**src/rtl/serial_bit_feeder.sv**
```systemverilog
// Parallel-to-serial feeder: one-word holding buffer, MSB-first bit stream paced by bit_en.
// Define SERIAL_FEEDER_PARITY_EN to append an even-parity bit to every frame.
module serial_bit_feeder #(
  parameter int W = 8
) (
  input  logic         clk,
  input  logic         rst,
  input  logic [W-1:0] din,
  input  logic         din_valid,
  output logic         din_ready,
  input  logic         bit_en,
  output logic         x,
  output logic         x_valid,
  output logic         frame_start,
  output logic         busy
);

`ifdef SERIAL_FEEDER_PARITY_EN
  localparam int FW = W + 1;
`else
  localparam int FW = W;
`endif
  localparam int CW = $clog2(FW + 1);

  typedef enum logic [1:0] {IDLE, LOADED, SHIFT} state_e;

  logic [W-1:0]  hold_q, hold_d;
  logic          hold_full_q, hold_full_d;
  logic [FW-1:0] sh_q, sh_d;
  logic [CW-1:0] cnt_q, cnt_d;
  logic          x_q, x_d;
  logic          x_valid_q, x_valid_d;
  logic          frame_start_q, frame_start_d;
  logic [FW-1:0] load_vec;
  logic          accept;
  state_e        state;

  // Bits still to go after the MSB, left-aligned so sh[MSB] is always next.
`ifdef SERIAL_FEEDER_PARITY_EN
  assign load_vec = {hold_q[W-2:0], ^hold_q, 1'b0};
`else
  assign load_vec = {hold_q[W-2:0], 1'b0};
`endif

  always_comb begin
    if (cnt_q != '0)      state = SHIFT;
    else if (hold_full_q) state = LOADED;
    else                  state = IDLE;
  end

  assign accept = din_valid && !hold_full_q;

  always_comb begin
    hold_d        = hold_q;
    hold_full_d   = hold_full_q;
    sh_d          = sh_q;
    cnt_d         = cnt_q;
    x_d           = x_q;
    x_valid_d     = 1'b0;
    frame_start_d = 1'b0;

    if (accept) begin
      hold_d      = din;
      hold_full_d = 1'b1;
    end

    // Accept requires an empty hold register and LOADED requires a full one,
    // so the two updates to hold_full_d never collide.
    if (bit_en) begin
      case (state)
        SHIFT: begin
          x_d       = sh_q[FW-1];
          sh_d      = {sh_q[FW-2:0], 1'b0};
          cnt_d     = cnt_q - CW'(1);
          x_valid_d = 1'b1;
        end
        LOADED: begin
          x_d           = hold_q[W-1];
          sh_d          = load_vec;
          cnt_d         = CW'(FW - 1);
          hold_full_d   = 1'b0;
          x_valid_d     = 1'b1;
          frame_start_d = 1'b1;
        end
        default: ;
      endcase
    end
  end

  always_ff @(posedge clk or posedge rst) begin
    if (rst) begin
      hold_q        <= '0;
      hold_full_q   <= 1'b0;
      sh_q          <= '0;
      cnt_q         <= '0;
      x_q           <= 1'b0;
      x_valid_q     <= 1'b0;
      frame_start_q <= 1'b0;
    end else begin
      hold_q        <= hold_d;
      hold_full_q   <= hold_full_d;
      sh_q          <= sh_d;
      cnt_q         <= cnt_d;
      x_q           <= x_d;
      x_valid_q     <= x_valid_d;
      frame_start_q <= frame_start_d;
    end
  end

  assign din_ready   = !hold_full_q;
  assign busy        = hold_full_q || (cnt_q != '0);
  assign x           = x_q;
  assign x_valid     = x_valid_q;
  assign frame_start = frame_start_q;

endmodule
```
**config.mk**
```make
export PLATFORM = sky130hd
export DESIGN_NAME = serial_bit_feeder
export DESIGN_NICKNAME = d
export VERILOG_FILES = /design/src/rtl/serial_bit_feeder.sv
export SDC_FILE = /design/constraint.sdc
export NUM_CORES = 1
export LEC_CHECK = 0
export ABC_CLOCK_PERIOD_IN_PS = 2900
export CORE_UTILIZATION = 58
export CTS_BUF_LIST = sky130_fd_sc_hd__clkbuf_2 sky130_fd_sc_hd__clkbuf_4 sky130_fd_sc_hd__clkbuf_8
export CTS_CLUSTER_DIAMETER = 120
export CTS_CLUSTER_SIZE = 14
export DETAILED_ROUTE_END_ITERATION = 10
export HOLD_SLACK_MARGIN = 0.15
export PLACE_DENSITY = 0.86
export SLEW_MARGIN = 20
export SYNTH_ARGS = -nofsm -noshare
export SYNTH_HDL_FRONTEND = slang
export SYNTH_SLANG_ARGS = --single-unit
```
**constraint.sdc**
```tcl
create_clock -name clk -period 2.9 [get_ports clk]
set_clock_uncertainty 0.05 [all_clocks]
set_input_delay 0.58 -clock clk [delete_from_list [all_inputs] [get_ports clk]]
set_output_delay 0.58 -clock clk [all_outputs]
set_load 0.1 [all_outputs]
```
Word level (Yosys, flattened, before mapping)
Index checks and enable logic that the tools add are counted.
Storage, ports and cells
  memory bits (writable): 0
  bits in latches: 0
  bits in registers: 24
  input port bits: 12
  output and inout port bits: 5
  ROM bits: 0
  logic and storage cells: 29
  memories kept: 0
Operators by class
  div/mod/pow operators: 0
  shifts and indexed selects: 0
  equality and inequality tests: 2
  reductions and logical operators: 7
  multiplexer cells: 12
  add/subtract/negate cells: 1
  bitwise operators: 0
  multiply operators: 0
  $lt $le $gt $ge: 0
Operators with widths (count)
  $pmux 8 s2: 1
  $mux 1: 8
  $pmux 4 s2: 1
  $reduce_bool 4->1: 1
  $sub 4x1->4 const B: 1
  $eq 2x1->1 const B: 1
  $eq 2x2->1 const B: 1
  $mux 2: 1
  $pmux 1 s2: 1
  $reduce_and 2->1: 1
  $reduce_bool 2->1: 1
  $reduce_or 2->1: 1
  $logic_and 1x1->1: 1
  $logic_not 1->1: 1
  $logic_or 1x1->1: 1

Depth between registers and ports, before layout
  depth in word-level cells: 6
  depth in mapped cells: 6
  depth with buffers taken out: 5

Worst setup path after synthesis
OpenSTA, ideal clock, no wires.
  path kind: register to output
  start point: register cnt_q[0]
  end point: output port busy
  stages on the path, launching flop included: 6
  arrival: 1629 ps
  path buffers: 1
  data required time: 2270 ps
  slack: 641 ps
  cells stage by stage: dfrtp_1 -> inv_1 -> ha_1 -> nor3b_2 -> buf_4 -> nand2_1
On the way
  longest elaborated chain between the ends: 2
RTL lines
  start: declaration: RTL line 30  | logic [CW-1:0] cnt_q, cnt_d;
  start signal: assignment: RTL line 103  | cnt_q <= cnt_d;
  $reduce_bool 4->1: RTL line 111  | assign busy = hold_full_q || (cnt_q != '0);
  $logic_or 1x1->1: RTL line 111
  end: declaration: RTL line 15  | output logic busy
Every way passes these cells.

Worst setup path in the final report
Ends and elaborated chain as after synthesis.

==> flow_results.xml <==
<?xml version="1.0" encoding="UTF-8"?>
<metrics>
  <group name="cells_and_area">
    <metric name="drive_gt1_share" unit="%">31.3</metric>
    <metric name="filler_cell_count" unit="">101</metric>
    <metric name="fin_cells" unit="">120</metric>
    <metric name="synthToLayoutAreaGrowth" unit="%">18.7</metric>
    <metric name="n_antenna_cell" unit="">0</metric>
    <metric name="layout_common_cells" unit="">sky130_fd_sc_hd__dfrtp_1 (23), sky130_fd_sc_hd__clkdlybuf4s50_1 (11), sky130_fd_sc_hd__mux2_2 (8), sky130_fd_sc_hd__buf_4 (8), sky130_fd_sc_hd__o22ai_1 (7)</metric>
    <metric name="final_common_cell" unit="">sky130_fd_sc_hd__dfrtp_1</metric>
    <metric name="fin_area" unit="um^2">1230</metric>
    <metric name="num-nets-final" unit="">111</metric>
    <metric name="finalCoreUtilization" unit="%">77.2</metric>
  </group>
  <group name="yosys">
    <metric name="total_of_flip_flops_plus_latches_after_synthesis" unit="">23</metric>
    <metric name="netlist_instances" unit="">78</metric>
    <metric name="mean_area_per_synthesized_cell" unit="um^2">13.3</metric>
    <metric name="synth_sequential_area_ratio" unit="%">55.5</metric>
    <metric name="postSynthNetCount" unit="">92</metric>
    <metric name="synthDistinctLibCells" unit="">26</metric>
    <metric name="ys_warn_count" unit="">0</metric>
    <metric name="syn-cell-area" unit="um^2">1040</metric>
  </group>
  <group name="sta">
    <metric name="max-slew-margin-rel" unit="%">45.1</metric>
    <metric name="fmax" unit="MHz">423</metric>
    <metric name="worstMarginPinSlew" unit="ns">0.822</metric>
    <metric name="final.setup.tns" unit="ns">0</metric>
    <metric name="finalCritPeriodShare" unit="%">81.6</metric>
    <metric name="final_hold_viol_count" unit="">0</metric>
    <metric name="min_period" unit="ns">2.37</metric>
    <metric name="maxSlewViolCount" unit="">0</metric>
    <metric name="report.final.setup_viol" unit="">0</metric>
    <metric name="unrepaired_setup_endpoints_after_global_routing" unit="">no</metric>
  </group>
  <group name="placement">
    <metric name="gp_routability_congestion" unit="">0.797</metric>
    <metric name="cells_after_dpl" unit="">116</metric>
    <metric name="port-buffer-count" unit="">16</metric>
    <metric name="post_dp_cell_area" unit="um^2">1200</metric>
    <metric name="hpwl_dp" unit="um">1220</metric>
  </group>
  <group name="clocking">
    <metric name="cts.sink_count" unit="">23</metric>
    <metric name="numCtsBuffers" unit="">3</metric>
    <metric name="worst_skew_pair.late_latency" unit="ns">0.31</metric>
    <metric name="clk_transition_reported_paths" unit="ns">0.12</metric>
    <metric name="hold_bufs_inserted_after_cts" unit="">0</metric>
    <metric name="htreeDepth" unit="">1</metric>
    <metric name="ctsRootBufferMaster" unit="">sky130_fd_sc_hd__clkbuf_4</metric>
    <metric name="cts_resized" unit="">0</metric>
    <metric name="post_cts_buffers" unit="">0</metric>
    <metric name="clock_tree_from_tritoncts" unit="">built</metric>
    <metric name="cts-root-to-sink-buffers" unit="">2</metric>
  </group>
  <group name="hold_path">
    <metric name="whs_path_depth" unit="">1</metric>
    <metric name="capture_endpoint_of_the_worst_hold_path" unit="">sh_q[1]$_DFFE_PP0P_</metric>
    <metric name="hold_path_class" unit="">reg -&gt; reg</metric>
    <metric name="holdCritStartpoint" unit="">hold_q[0]$_DFFE_PP0P_</metric>
  </group>
  <group name="global_route">
    <metric name="global_route_wire_length_before_repair" unit="um">2820</metric>
    <metric name="maximum_number_of_pins_on_one_net_before_global_route_repair" unit="">24</metric>
    <metric name="sum_of_overflow_across_all_layers_after_global_routing" unit="">0</metric>
    <metric name="first_global_vias" unit="">641</metric>
    <metric name="grt_antenna_before_repair" unit="">0</metric>
    <metric name="globalRouteTotalUtil" unit="%">20.2</metric>
  </group>
  <group name="critical_path">
    <metric name="crit_path_max_incr_delay" unit="ns">0.42</metric>
    <metric name="start_to_end_type_of_the_worst_setup_path" unit="">reg -&gt; out</metric>
    <metric name="cp.required" unit="ns">2.27</metric>
    <metric name="critical_path.reg2reg.endpoint" unit="">cnt_q[1]$_DFFE_PP0P_</metric>
    <metric name="critPathMostFrequentCell" unit="">sky130_fd_sc_hd__buf_4</metric>
    <metric name="critical_path.max_fanout" unit="">12</metric>
    <metric name="critical_path_buf_inv_count" unit="">3</metric>
    <metric name="cpMaxStageDelayCell" unit="">sky130_fd_sc_hd__dfrtp_1</metric>
    <metric name="critPathCaptureType" unit="">output port</metric>
    <metric name="source_of_the_worst_register_to_register_timing_path" unit="">cnt_q[0]$_DFFE_PP0P_</metric>
    <metric name="reg2reg_slack" unit="ns">0.94</metric>
    <metric name="r2r.worst_path.cells" unit="">6</metric>
    <metric name="critical_path.cell_chain" unit="">inv_1, ha_1, nor3b_2, buf_4, nand2_1, buf_4</metric>
    <metric name="worst_setup_start_kind" unit="">flip-flop</metric>
    <metric name="worst_ep_arrival_time" unit="ns">1.74</metric>
    <metric name="crit_family" unit="">buffers and inverters</metric>
  </group>
  <group name="routing">
    <metric name="totalWireLength" unit="um">1650</metric>
    <metric name="routedWlPerCell" unit="um">13.8</metric>
    <metric name="firstDrtPassIters" unit="">4</metric>
    <metric name="detailroute.via_count" unit="">666</metric>
    <metric name="post-route-drc-count" unit="">0</metric>
    <metric name="dr.first_iter.drc_count" unit="">9</metric>
    <metric name="viasPerCell" unit="">5.55</metric>
    <metric name="antenna_nets_post_route" unit="">0</metric>
  </group>
  <group name="floorplanning">
    <metric name="dieHeight" unit="um">44.3</metric>
    <metric name="design.core.area" unit="um^2">1590</metric>
    <metric name="die_width" unit="um">44.3</metric>
    <metric name="ioPinCount" unit="">17</metric>
    <metric name="core.rowCount" unit="">14</metric>
    <metric name="floorplan_die_area" unit="um^2">1960</metric>
    <metric name="floorplan.initialDensity" unit="%">65.1</metric>
  </group>
  <group name="power">
    <metric name="irDropWorstVdd" unit="V">0.000552</metric>
    <metric name="leakagePower" unit="nW">0.535</metric>
    <metric name="power_per_cell_area" unit="nW/um^2">973</metric>
  </group>
  <group name="outcome">
    <metric name="run_status" unit="">complete, no violations</metric>
  </group>
  <group name="flow_run">
    <metric name="cap_violations" unit="">0</metric>
  </group>
</metrics>
-- Yosys cell counts, drive strengths merged --
cell type | n | area share [%]
o31ai | 1 | 0.72
nand4bb | 1 | 1.1
nor2b | 2 | 1.2
nor3 | 1 | 0.97
a2bb2oi | 7 | 8.9
o22a | 1 | 0.84
nand2b | 1 | 0.60
mux2i | 1 | 0.97
nor3b | 1 | 1.2
ha | 2 | 2.4
buf | 5 | 3.3
nand2 | 5 | 1.8
a21o | 2 | 1.4
or4b | 1 | 1.3
a21boi | 1 | 1.1
inv | 5 | 1.8
o21ai | 1 | 0.48
dfrtp | 23 | 55
o2bb2ai | 1 | 0.84
mux2 | 8 | 8.7
and3 | 1 | 0.60
o22ai | 7 | 4.2
-- cell families after synthesis --
| logic type | after synthesis | synth area share (%) |
|---|---|---|
| adder cells (fa/ha/maj) | 2 | 2.41 |
| flip-flops | 23 | 55.5 |
| buffers and inverters | 10 | 5.07 |
| multiplexers | 9 | 9.65 |
| AND/OR/NAND/NOR | 13 | 8.81 |
| AO/OA/AOI/OAI | 21 | 18.6 |
-- registers in the layout, indices dropped and copies added, names as in the netlist --
register     cells
hold_q           8
sh_q             7
x                1
x_valid          1
cnt_q            4
frame_start      1
hold_full_q      1
-- metal layers --
| layer | vias up | wire (um) | global-route usage [%] |
|---|---|---|---|
| met3 | 0 | 72 | 8.57 |
| met1 | 329 | 747 | 26.0 |
| li1 | 326 | - | - |
| met4 | 0 | 0 | 1.82 |
| met5 | - | 0 | 0 |
| met2 | 11 | 831 | 33.5 |
-- how the worst max path moves through the flow --
stage                               startpoint                    to  slack [ns]  cells past startpoint
after global routing      cnt_q[0]$_DFFE_PP0P_                  busy        0.41                      6
after CTS                 cnt_q[0]$_DFFE_PP0P_                  busy        0.52                      6
after global placement                  bit_en  cnt_q[1]$_DFFE_PP0P_        0.74                      3
after floorplan           cnt_q[0]$_DFFE_PP0P_                  busy        0.64                      5
after detailed placement                bit_en  cnt_q[1]$_DFFE_PP0P_        0.66                      3
final                     cnt_q[0]$_DFFE_PP0P_                  busy        0.53                      6
-- power by group --
group | leakage, nW | switching (mW) | internal [mW]
Sequential | 0.267 | 0.0988 | 0.454
Combinational | 0.250 | 0.267 | 0.236
Clock | 0.0177 | 0.0910 | 0.0515
-- stage by stage --
step           hold WS (ns)  total power [mW]  setup WS [ns]
6_report              0.455              1.20          0.533
3_5_place_dp          0.438              1.07          0.663
3_3_place_gp          0.423              1.04          0.735
4_1_cts               0.467              1.21          0.516
2_1_floorplan         0.402             0.958          0.641
5_1_grt               0.481              1.27          0.410
-- area by class of cell --
class                   count  area, um^2  share of cell area, %
inverters                   5        18.8                   1.52
clock buffers               3        22.5                   1.83
clock inverters             1        5.00                  0.407
repair buffers             19         170                   13.8
well taps                  24        30.0                   2.44
flip-flops and latches     23         576                   46.7
multi-input cells          45         409                   33.2
Power figures use the tool's default switching activity.
